===== config.mk =====
export PLATFORM = sky130hd
export DESIGN_NAME = funct_waveform_gen_flat
export DESIGN_NICKNAME = d
export VERILOG_FILES = /design/src/rtl/gen_fifo_defines_pkg.sv /design/src/rtl/funct_waveform_gen_if.sv /design/src/rtl/funct_wave_shaper.sv /design/src/rtl/funct_waveform_gen.sv /design/src/flat_wrapper.sv
export SDC_FILE = /design/constraint.sdc
export NUM_CORES = 1
export LEC_CHECK = 0
export ABC_CLOCK_PERIOD_IN_PS = 10600
export BUFFER_PORTS_ARGS = -buffer_cell sky130_fd_sc_hd__buf_2
export CAP_MARGIN = 0
export CORE_ASPECT_RATIO = 0.8
export CORE_MARGIN = 2
export CORE_UTILIZATION = 60
export DETAILED_ROUTE_END_ITERATION = 12
export GPL_ROUTABILITY_DRIVEN = 0
export PLACE_DENSITY = 0.82
export SETUP_SLACK_MARGIN = 0.1
export SLEW_MARGIN = 20
export SYNTH_ARGS = -nofsm -noshare
export SYNTH_HDL_FRONTEND = slang
export SYNTH_SLANG_ARGS = --single-unit

===== constraint.sdc =====
create_clock -name clk -period 10.6 [get_ports clk]
set_clock_uncertainty 0.2 [all_clocks]
set_input_delay 2.12 -clock clk [delete_from_list [all_inputs] [get_ports clk]]
set_output_delay 2.12 -clock clk [all_outputs]
set_load 0.02 [all_outputs]

===== src/rtl/gen_fifo_defines_pkg.sv =====
// Shared types for the waveform generator: wave selector, FSM states and the
// default sample width.
package gen_fifo_defines_pkg;
  localparam int DATA_WIDTH = 16;

  typedef enum logic [1:0] {
    WAVE_SAW = 2'b00,
    WAVE_SQR = 2'b01,
    WAVE_TRI = 2'b10,
    WAVE_DC  = 2'b11
  } wave_e;

  typedef enum logic [1:0] {
    IDLE  = 2'b00,
    LOAD  = 2'b01,
    RUN   = 2'b10,
    DRAIN = 2'b11
  } gen_state_e;
endpackage


===== src/rtl/funct_waveform_gen_if.sv =====
// Sample stream towards the downstream FIFO. A sample moves on any cycle with
// out_valid && out_ready; once raised, out_valid and out_data hold until then.
interface funct_waveform_gen_if #(
  parameter int DATA_WIDTH = gen_fifo_defines_pkg::DATA_WIDTH
);
  logic                  out_valid;
  logic                  out_ready;
  logic [DATA_WIDTH-1:0] out_data;

  modport master (output out_valid, output out_data, input out_ready);
  modport slave  (input out_valid, input out_data, output out_ready);
endinterface


===== src/rtl/funct_wave_shaper.sv =====
// Combinational shape function of the phase, scaled by the amplitude and
// keeping the upper half of the full-width product.
module funct_wave_shaper
  import gen_fifo_defines_pkg::*;
#(
  parameter int DATA_WIDTH = gen_fifo_defines_pkg::DATA_WIDTH
) (
  input  logic [DATA_WIDTH-1:0] phase,
  input  wave_e                 wave_sel,
  input  logic [DATA_WIDTH-1:0] amp,
  output logic [DATA_WIDTH-1:0] sample
);
  logic [DATA_WIDTH-1:0]   shape;
  logic [DATA_WIDTH-1:0]   tri_t;
  logic [2*DATA_WIDTH-1:0] prod;

  always_comb begin
    shape = '0;
    tri_t = {phase[DATA_WIDTH-2:0], 1'b0};
    case (wave_sel)
      WAVE_SAW: shape = phase;
      WAVE_SQR: shape = phase[DATA_WIDTH-1] ? '1 : '0;
      WAVE_TRI: shape = phase[DATA_WIDTH-1] ? ~tri_t : tri_t;
      WAVE_DC:  shape = '1;
      default:  shape = '0;
    endcase
    prod   = {{DATA_WIDTH{1'b0}}, shape} * {{DATA_WIDTH{1'b0}}, amp};
    sample = prod[2*DATA_WIDTH-1:DATA_WIDTH];
  end
endmodule


===== src/rtl/funct_waveform_gen.sv =====
// Waveform sample engine: phase accumulator and shaper feeding a registered
// valid/ready output, controlled by an IDLE/LOAD/RUN/DRAIN state machine.
module funct_waveform_gen
  import gen_fifo_defines_pkg::*;
#(
  parameter int DATA_WIDTH = gen_fifo_defines_pkg::DATA_WIDTH,
  parameter int CNT_WIDTH  = 16
) (
  input  logic                        clk,
  input  logic                        rst,
  input  logic                        start,
  input  logic                        stop,
  input  logic [1:0]                  wave_sel,
  input  logic [DATA_WIDTH-1:0]       freq_step,
  input  logic [DATA_WIDTH-1:0]       amp,
  funct_waveform_gen_if.master        out_if,
  output logic                        busy,
  output logic [CNT_WIDTH-1:0]        sample_cnt,
  output gen_state_e                  state_dbg
);
  gen_state_e            state, state_n;
  logic                  valid_q, valid_n;
  logic [DATA_WIDTH-1:0] data_q, data_n;
  logic [DATA_WIDTH-1:0] phase_q, phase_n;
  logic [CNT_WIDTH-1:0]  cnt_q, cnt_n;
  logic [DATA_WIDTH-1:0] step_sh, step_sh_n;
  logic [DATA_WIDTH-1:0] amp_sh, amp_sh_n;
  wave_e                 sel_sh, sel_sh_n;
  logic [DATA_WIDTH-1:0] sample;

  funct_wave_shaper #(.DATA_WIDTH(DATA_WIDTH)) u_shaper (
    .phase    (phase_q),
    .wave_sel (sel_sh),
    .amp      (amp_sh),
    .sample   (sample)
  );

  always_ff @(posedge clk) begin
    if (rst) begin
      state   <= IDLE;
      valid_q <= 1'b0;
      data_q  <= '0;
      phase_q <= '0;
      cnt_q   <= '0;
      step_sh <= '0;
      amp_sh  <= '0;
      sel_sh  <= WAVE_SAW;
    end else begin
      state   <= state_n;
      valid_q <= valid_n;
      data_q  <= data_n;
      phase_q <= phase_n;
      cnt_q   <= cnt_n;
      step_sh <= step_sh_n;
      amp_sh  <= amp_sh_n;
      sel_sh  <= sel_sh_n;
    end
  end

  always_comb begin
    state_n   = state;
    valid_n   = valid_q;
    data_n    = data_q;
    phase_n   = phase_q;
    cnt_n     = cnt_q;
    step_sh_n = step_sh;
    amp_sh_n  = amp_sh;
    sel_sh_n  = sel_sh;
    if (valid_q && out_if.out_ready) cnt_n = cnt_q + 1'b1;
    case (state)
      IDLE: begin
        if (start && !stop) state_n = LOAD;
      end
      LOAD: begin
        step_sh_n = freq_step;
        amp_sh_n  = amp;
        sel_sh_n  = wave_e'(wave_sel);
        phase_n   = '0;
        cnt_n     = '0;
        state_n   = RUN;
      end
      RUN: begin
        // stop suppresses the new sample; a stalled sample must still drain
        if (stop) begin
          if (valid_q && !out_if.out_ready) begin
            state_n = DRAIN;
          end else begin
            valid_n = 1'b0;
            state_n = IDLE;
          end
        end else if (!valid_q || out_if.out_ready) begin
          data_n  = sample;
          valid_n = 1'b1;
          phase_n = phase_q + step_sh;
        end
      end
      DRAIN: begin
        if (out_if.out_ready) begin
          valid_n = 1'b0;
          state_n = IDLE;
        end
      end
      default: state_n = IDLE;
    endcase
  end

  assign out_if.out_valid = valid_q;
  assign out_if.out_data  = data_q;
  assign busy             = (state != IDLE);
  assign sample_cnt       = cnt_q;
  assign state_dbg        = state;
endmodule


===== src/flat_wrapper.sv =====
// flat-port wrapper written by rule: the top's interface ports become plain ports
module funct_waveform_gen_flat import gen_fifo_defines_pkg::*;
#(
  parameter int DATA_WIDTH = gen_fifo_defines_pkg::DATA_WIDTH,
  parameter int CNT_WIDTH  = 16
)
  (clk, rst, start, stop, wave_sel, freq_step, amp, busy, sample_cnt, state_dbg, out_if_out_valid, out_if_out_data, out_if_out_ready);
  funct_waveform_gen_if #(.DATA_WIDTH(DATA_WIDTH)) out_if_i ();
  input  logic clk;
  input  logic rst;
  input  logic start;
  input  logic stop;
  input  logic [1:0] wave_sel;
  input  logic [DATA_WIDTH-1:0] freq_step;
  input  logic [DATA_WIDTH-1:0] amp;
  output logic busy;
  output logic [CNT_WIDTH-1:0] sample_cnt;
  output gen_state_e state_dbg;
  output wire logic [$bits(out_if_i.out_valid)-1:0] out_if_out_valid;
  output wire logic [$bits(out_if_i.out_data)-1:0] out_if_out_data;
  input wire logic [$bits(out_if_i.out_ready)-1:0] out_if_out_ready;
  assign out_if_out_valid = out_if_i.out_valid;
  assign out_if_out_data = out_if_i.out_data;
  assign out_if_i.out_ready = out_if_out_ready;
  funct_waveform_gen #(.DATA_WIDTH(DATA_WIDTH), .CNT_WIDTH(CNT_WIDTH)) u_core (.clk(clk), .rst(rst), .start(start), .stop(stop), .wave_sel(wave_sel), .freq_step(freq_step), .amp(amp), .out_if(out_if_i), .busy(busy), .sample_cnt(sample_cnt), .state_dbg(state_dbg));
endmodule

==> Word-level counts from Yosys, hierarchy flattened <==
Cells that the tools add are included.
{ "word_totals": {"regBits": 85, "latch_bits": 0, "ram_bits": 0, "rom_bits": 0, "input_bits": 39, "output_inout_bits": 36, "wordCells": 59, "n_memories": 0} }
{ "classes": {"n_addsub": 2, "n_mul": 1, "n_div": 0, "order_cmp": 0, "eq_ne": 13, "n_shift": 0, "mux": 16, "bitwise_logic": 2, "n_reduce_logical": 17} }
{ "op_table": {"columns": ["op", "n"], "rows": [
  ["16-bit 2-to-1 mux", 4],
  ["16-bit case mux with 4 select lines", 1],
  ["16-bit by 16-bit multiplier with 32-bit output", 1],
  ["16-bit case mux with 2 select lines", 1],
  ["16-bit by 1-bit adder with 16-bit output (second input constant)", 1],
  ["16-bit adder", 1],
  ["16-bit inverter", 1],
  ["3-bit AND reduction", 3],
  ["2-bit equality test (second input constant)", 4],
  ["2-bit 2-to-1 mux", 4],
  ["2-bit case mux with 4 select lines", 1],
  ["2-bit inequality test (second input constant)", 3],
  ["2-bit nonzero test", 3],
  ["2-bit by 1-bit equality test with 1-bit output (second input constant)", 2],
  ["2-bit logical NOT", 2],
  ["1-bit 2-to-1 mux", 4],
  ["2-bit by 1-bit inequality test with 1-bit output (second input constant)", 2],
  ["4-bit AND reduction", 1],
  ["1-bit logical AND", 3],
  ["1-bit logical NOT", 3],
  ["3-bit by 2-bit inequality test with 1-bit output (second input constant)", 1],
  ["3-bit inequality test (second input constant)", 1],
  ["1-bit case mux with 2 select lines", 1],
  ["2-bit OR reduction", 1],
  ["other kinds (2)", 2]
]} }

==> Logic depth before layout (Yosys ltp) <==
{ "depth": {"ltp_word": 5, "ltp_mapped": 28, "depth_no_buf": 24} }

==> By module <==
Synthesis repeated with hierarchy kept, for this count alone.
{ "unflattened": {"hier_cells": 1531, "area_unflattened_um2": 12603.3} }
{ "modules_own_cells": {"columns": ["module", "n_inst", "cells_per_inst", "area_each_um2", "seq_area_each_um2"], "rows": [
  ["funct_wave_shaper", 1, 1052, 8779.7, 0.0],
  ["funct_waveform_gen", 1, 479, 3823.7, 1701.6]
]} }

==> Least setup slack after synthesis <==
Ideal clock, no wire load.
{ "synth_timing": {"kind": "flip-flop to flip-flop", "from": "reg u_core.sel_sh[1]", "to": "reg u_core.data_q[12] (netlist: u_core.out_if.out_data[12])", "setup_ns": 0.122, "arrival_time_ns": 6.547, "required_time_ns": 10.278, "path_slack_ns": 3.731, "path_stages_with_launch": 26, "n_path_buf": 3, "period_less_slack_ns": 6.869, "path_cell_list": "dfxtp_1 -> buf_2 -> clkbuf_1 -> o21ai_0 -> a21oi_1 -> clkbuf_1 -> nand2_1 -> fa_1 -> inv_1 -> fa_1 -> inv_1 -> fa_1 -> inv_1 -> fa_1 -> fa_1 -> inv_1 -> fa_1 -> inv_1 -> ha_1 -> a21oi_1 -> a211oi_1 -> o41ai_1 -> o31ai_1 -> a31oi_2 -> o21ai_0 -> a221o_1"} }
{ "synth_between": {"elab_chain_len": 3, "elab_cells_between_ends": 6, "cone_classes": "1 x mul; 3 x eq/ne; 1 x mux; 1 x reduce/logical"} }
{ "synth_rtl": {"columns": ["item", "line", "text"], "rows": [
  ["from (decl)", "funct_waveform_gen.sv:28", "wave_e sel_sh, sel_sh_n;"],
  ["from (signal assigned)", "funct_waveform_gen.sv:56", "sel_sh <= sel_sh_n;"],
  ["2-bit equality test (tied with other cells)", "funct_wave_shaper.sv:20", "case (wave_sel)"],
  ["16-bit case mux with 4 select lines (*)", "funct_wave_shaper.sv:20", null],
  ["16-bit by 16-bit multiplier with 32-bit output (*)", "funct_wave_shaper.sv:27", "prod = {{DATA_WIDTH{1'b0}}, shape} * {{DATA_WIDTH{1'b0}}, amp};"],
  ["to (signal assigned)", "funct_waveform_gen.sv:51", "data_q <= data_n;"],
  ["to (decl)", "funct_waveform_gen.sv:23", "logic [DATA_WIDTH-1:0] data_q, data_n;"]
]} }
Every way passes the cells marked *; elsewhere a longest branch is shown, timed or not.
A chain may end at the register's enable or synchronous reset.

==> Worst setup path after layout <==
{ "layout_timing": {"from": "reg u_core.sel_sh[1]", "to": "reg u_core.data_q[5] (netlist: u_core.out_if.out_data[5])"} }
Same word-level chain as after synthesis.

==> run_results.csv <==
group,metric,value,unit
setup_path,cp-end-kind,"register",
detailed_routing,route.met3.wl,2654,um
setup_path,crit_chain,"nor3b_2 -> a21oi_1 -> buf_4 -> and2_1 -> fa_1 -> inv_1 -> fa_1 -> fa_1 -> inv_1 -> fa_1 -> fa_1 -> inv_1 -> fa_1 -> inv_1 -> ha_1 -> nand2_1 -> a2111oi_0 -> a221oi_1 -> a211oi_1 -> nor2_1 -> xor2_1 -> o21ai_0",
cts,cts_htree_levels,3,
detailed_routing,wl_per_cell,17.34,um
global_routing,overflow,0,
setup_path,worstSetupPathType,"register to register",
sta,period_minus_slack,7853,ps
pwr,p_per_area,58.25,nW/um2
final_layout,num_antenna_cells,0,
sta,drv_slew,0,
sta,setup_violations,0,
detailed_routing,first_iter_violations,884,
detailed_routing,route.detailed.drc,0,
die,die_x,165.4,um
synth,synthCells,1499,
die,ioPinCount,75,
die,die_y,133.1,um
synth,synth-seq-area-share,13.61,%
detailed_routing,met1_length,13130,um
sta,fin_crit_sh,74.08,%
detailed_routing,drtPass1Iterations,6,
job,maxCapViolations,0,
final_layout,num-fill-cells,1681,
synth,synthDistinctLibCells,62,
sta,hold_viol,0,
cts,cts_hold_buffers,0,
global_routing,grt_max_degree,57,
synth,ys.flop_type,"dfxtp_1",
sta,timing.hold.ws,247.6,ps
synth,synth_edf_count,0,
global_routing,grt_pass1_vias,10710,
cts,cts_tree,"yes",
die,die-area,22020,um2
setup_path,crit_arrival,7850,ps
worst_hold_path,hold_path_class,"register to register",
setup_path,path_delay_family,"adder cells",
sta,worstMarginPinSlew,1086,ps
cts,cts.clk_slew.worst_paths,70,ps
final_layout,multi_input_area,9667,um2
setup_path,timing.critical_path.mode_cell,"fa_1",
detailed_routing,wl_met2,14750,um
die,core_area,20580,um2
setup_path,critical_path.max_fanout,34,
cts,cts-resized-gates,0,
synth,synth-seq-cells,85,
sta,final.setup.tns,0,ps
cts,clock_latency,340,ps
final_layout,nNetsFinal,1879,
final_layout,synthToLayoutAreaGrowth,7.055,%
synth,yosysWarnings,0,
global_routing,grt_first_pass_wirelength,52420,um
final_layout,fin_cells,1803,
setup_path,critPathLaunchType,"register",
synth,synth_xor_area_share,3.222,%
die,num_rows,47,
sta,fmax,0.1273,GHz
cts,cts_made_buffers,9,
status,outcome,"finished, final reports clean",
final_layout,drive_gt1_share,7.823,%
cts,cts_root_buf,"clkbuf_16",
global_routing,antenna_found_initial,0,
cts,cts_setup_buffers,0,
cts,cts_buffer_depth,2,
synth,yosys.area_share.simple,20.36,%
synth,ys_async_sr_fraction,0,%
detailed_routing,detail_route.vias_per_cell,5.752,
die,start_util,60.75,%
pwr,leakage,6.648,nW
detailed_routing,top_layer,"met4",
synth,synth_top_family_by_area,"adder cells",
sta,relSlewSlack,27.60,%
synth,synth_nets,1849,
synth,syn-cell-area,12500,um2
place,hpwl,24400,um
sta,rsz0062_at_grt,"false",
setup_path,slowest_stage,"nor3b_2",
setup_path,cp_num_buf_inv,5,
detailed_routing,wl,31270,um
final_layout,seqCellArea,1702,um2
setup_path,r2r_setup_slack,2750,ps
place,dp_cells,1787,
synth,synth-adder-area-share,42.77,%
detailed_routing,drtAntennaViolNets,0,
detailed_routing,dr_total_vias,10370,
place,io_buffers,74,
synth,syn_area_per_cell,8.341,um2
setup_path,required,10600,ps
pwr,ir_drop,69.13,uV
cts,clock-sinks,85,
global_routing,grt_use_total,30.06,%
synth,synthMuxAreaShare,0.4803,%
setup_path,max_stage_delay,900,ps
synth,synth-compound-area-share,10.38,%
pwr,finalPower,0.7797,mW
[worst reg2reg max path: cells and delay by family (launching register included)]
| kind | cells | cell delay, ps |
|---|---|---|
| adders and majority gates | 7 | 3350 |
| AOI/OAI and AO/OA | 5 | 1560 |
| and+or+nand+nor | 4 | 1330 |
| DFF | 1 | 640 |
| buffers and inverters | 5 | 480 |
| xor gates and xnor gates | 1 | 190 |
[cell usage in the layout (no fill, tap or decap), drive strengths merged, types with 11 or more instances in the layout]
master,netlist,routed
a21oi,90,90
nor2,58,58
o211ai,11,11
ha,117,117
fa,194,194
dfxtp,85,85
a21o,19,19
xor2,17,17
inv,232,236
o21ai,39,39
nand3,37,37
and2,128,128
nand2,264,264
xnor2,29,29
buf,8,91
[through the flow]
step / worst slack, ps / util (%) / instance area, um2
finish: 2747 / 65.03 / 13390
global route: 2377 / 65.03 / 13390
CTS: 2894 / 65.03 / 13390
detailed placement: 2884 / 63.52 / 13070
global placement: 3183 / 63.52 / 13070
floorplan: 3731 / - / 12500
[cell families (layout without fill, tap and decap cells)]
logic type      Yosys count  count (layout)
mux                       6               6
flops                    85              85
buf+inv                 304             339
compound gates          207             207
xor+xnor                 46              46
fa+ha+maj               311             311
simple gates            540             540
[power breakdown]
group	leakage (nW)	internal (mW)	total (mW)	switching [mW]
registers	0.687	0.324	0.341	0.0164
clock network	0.151	0.169	0.325	0.155
logic	5.81	0.0388	0.114	0.0754
total	6.65	0.532	0.780	0.247
[final timing paths]
path | start | endpoint | cells past startpoint
max | u_core.sel_sh[1]$_SDFFE_PP0P_ | u_core.out_if.out_data[5]$_SDFFE_PP0P_ | 22
min | u_core.out_if.out_data[8]$_SDFFE_PP0P_ | u_core.out_if.out_data[8]$_SDFFE_PP0P_ | 2
max reg2reg | u_core.sel_sh[1]$_SDFFE_PP0P_ | u_core.out_if.out_data[5]$_SDFFE_PP0P_ | 22
min reg2reg | u_core.out_if.out_data[8]$_SDFFE_PP0P_ | u_core.out_if.out_data[8]$_SDFFE_PP0P_ | 2
[state kept, by name, summed over array words and instances (netlist names)]
signal / flops
u_core.sample_cnt: 16
u_core.state_dbg: 2
u_core.out_if.out_valid: 1
u_core.sel_sh: 2
u_core.amp_sh: 16
u_core.phase_q: 16
u_core.step_sh: 16
u_core.out_if.out_data: 16
[synth_stat cells (4+ instances only)]
master	number	area, um2
o21bai_1	4	30.03
ha_1	117	1464
nand2_1	264	991.0
a211oi_1	7	52.55
mux2i_1	6	60.06
o211ai_1	11	82.58
a21o_1	19	142.6
a31oi_1	4	25.02
nand4_1	8	50.05
dfxtp_1	85	1702
fa_1	194	3884
and2_1	128	800.8
clkbuf_1	64	240.2
nand3_1	37	185.2
xor2_1	17	148.9
and3_1	8	50.05
a21oi_1	90	450.4
nor2b_1	4	25.02
buf_1	5	18.77
o21ai_0	38	190.2
inv_1	231	867.1
xnor2_1	29	254.0
nor2_1	58	217.7
or3_1	4	25.02
nor3_1	9	45.04
[cell type report]
cell class	instances	share of cell area, %
multi-input cells	1110	72.22
repair buffers	91	3.720
flip-flops and latches	85	12.71
inverters	232	6.506
well taps	269	2.514
clock inverters	7	0.6450
clock buffers	9	1.683
[routing by layer]
layer,global-route usage [%],up-vias
met5,0,-
met4,7.807,0
met3,6.320,76
met2,49.54,431
met1,40.67,5079
li1,-,4784
No activity file was read; power rests on OpenSTA's default activity.
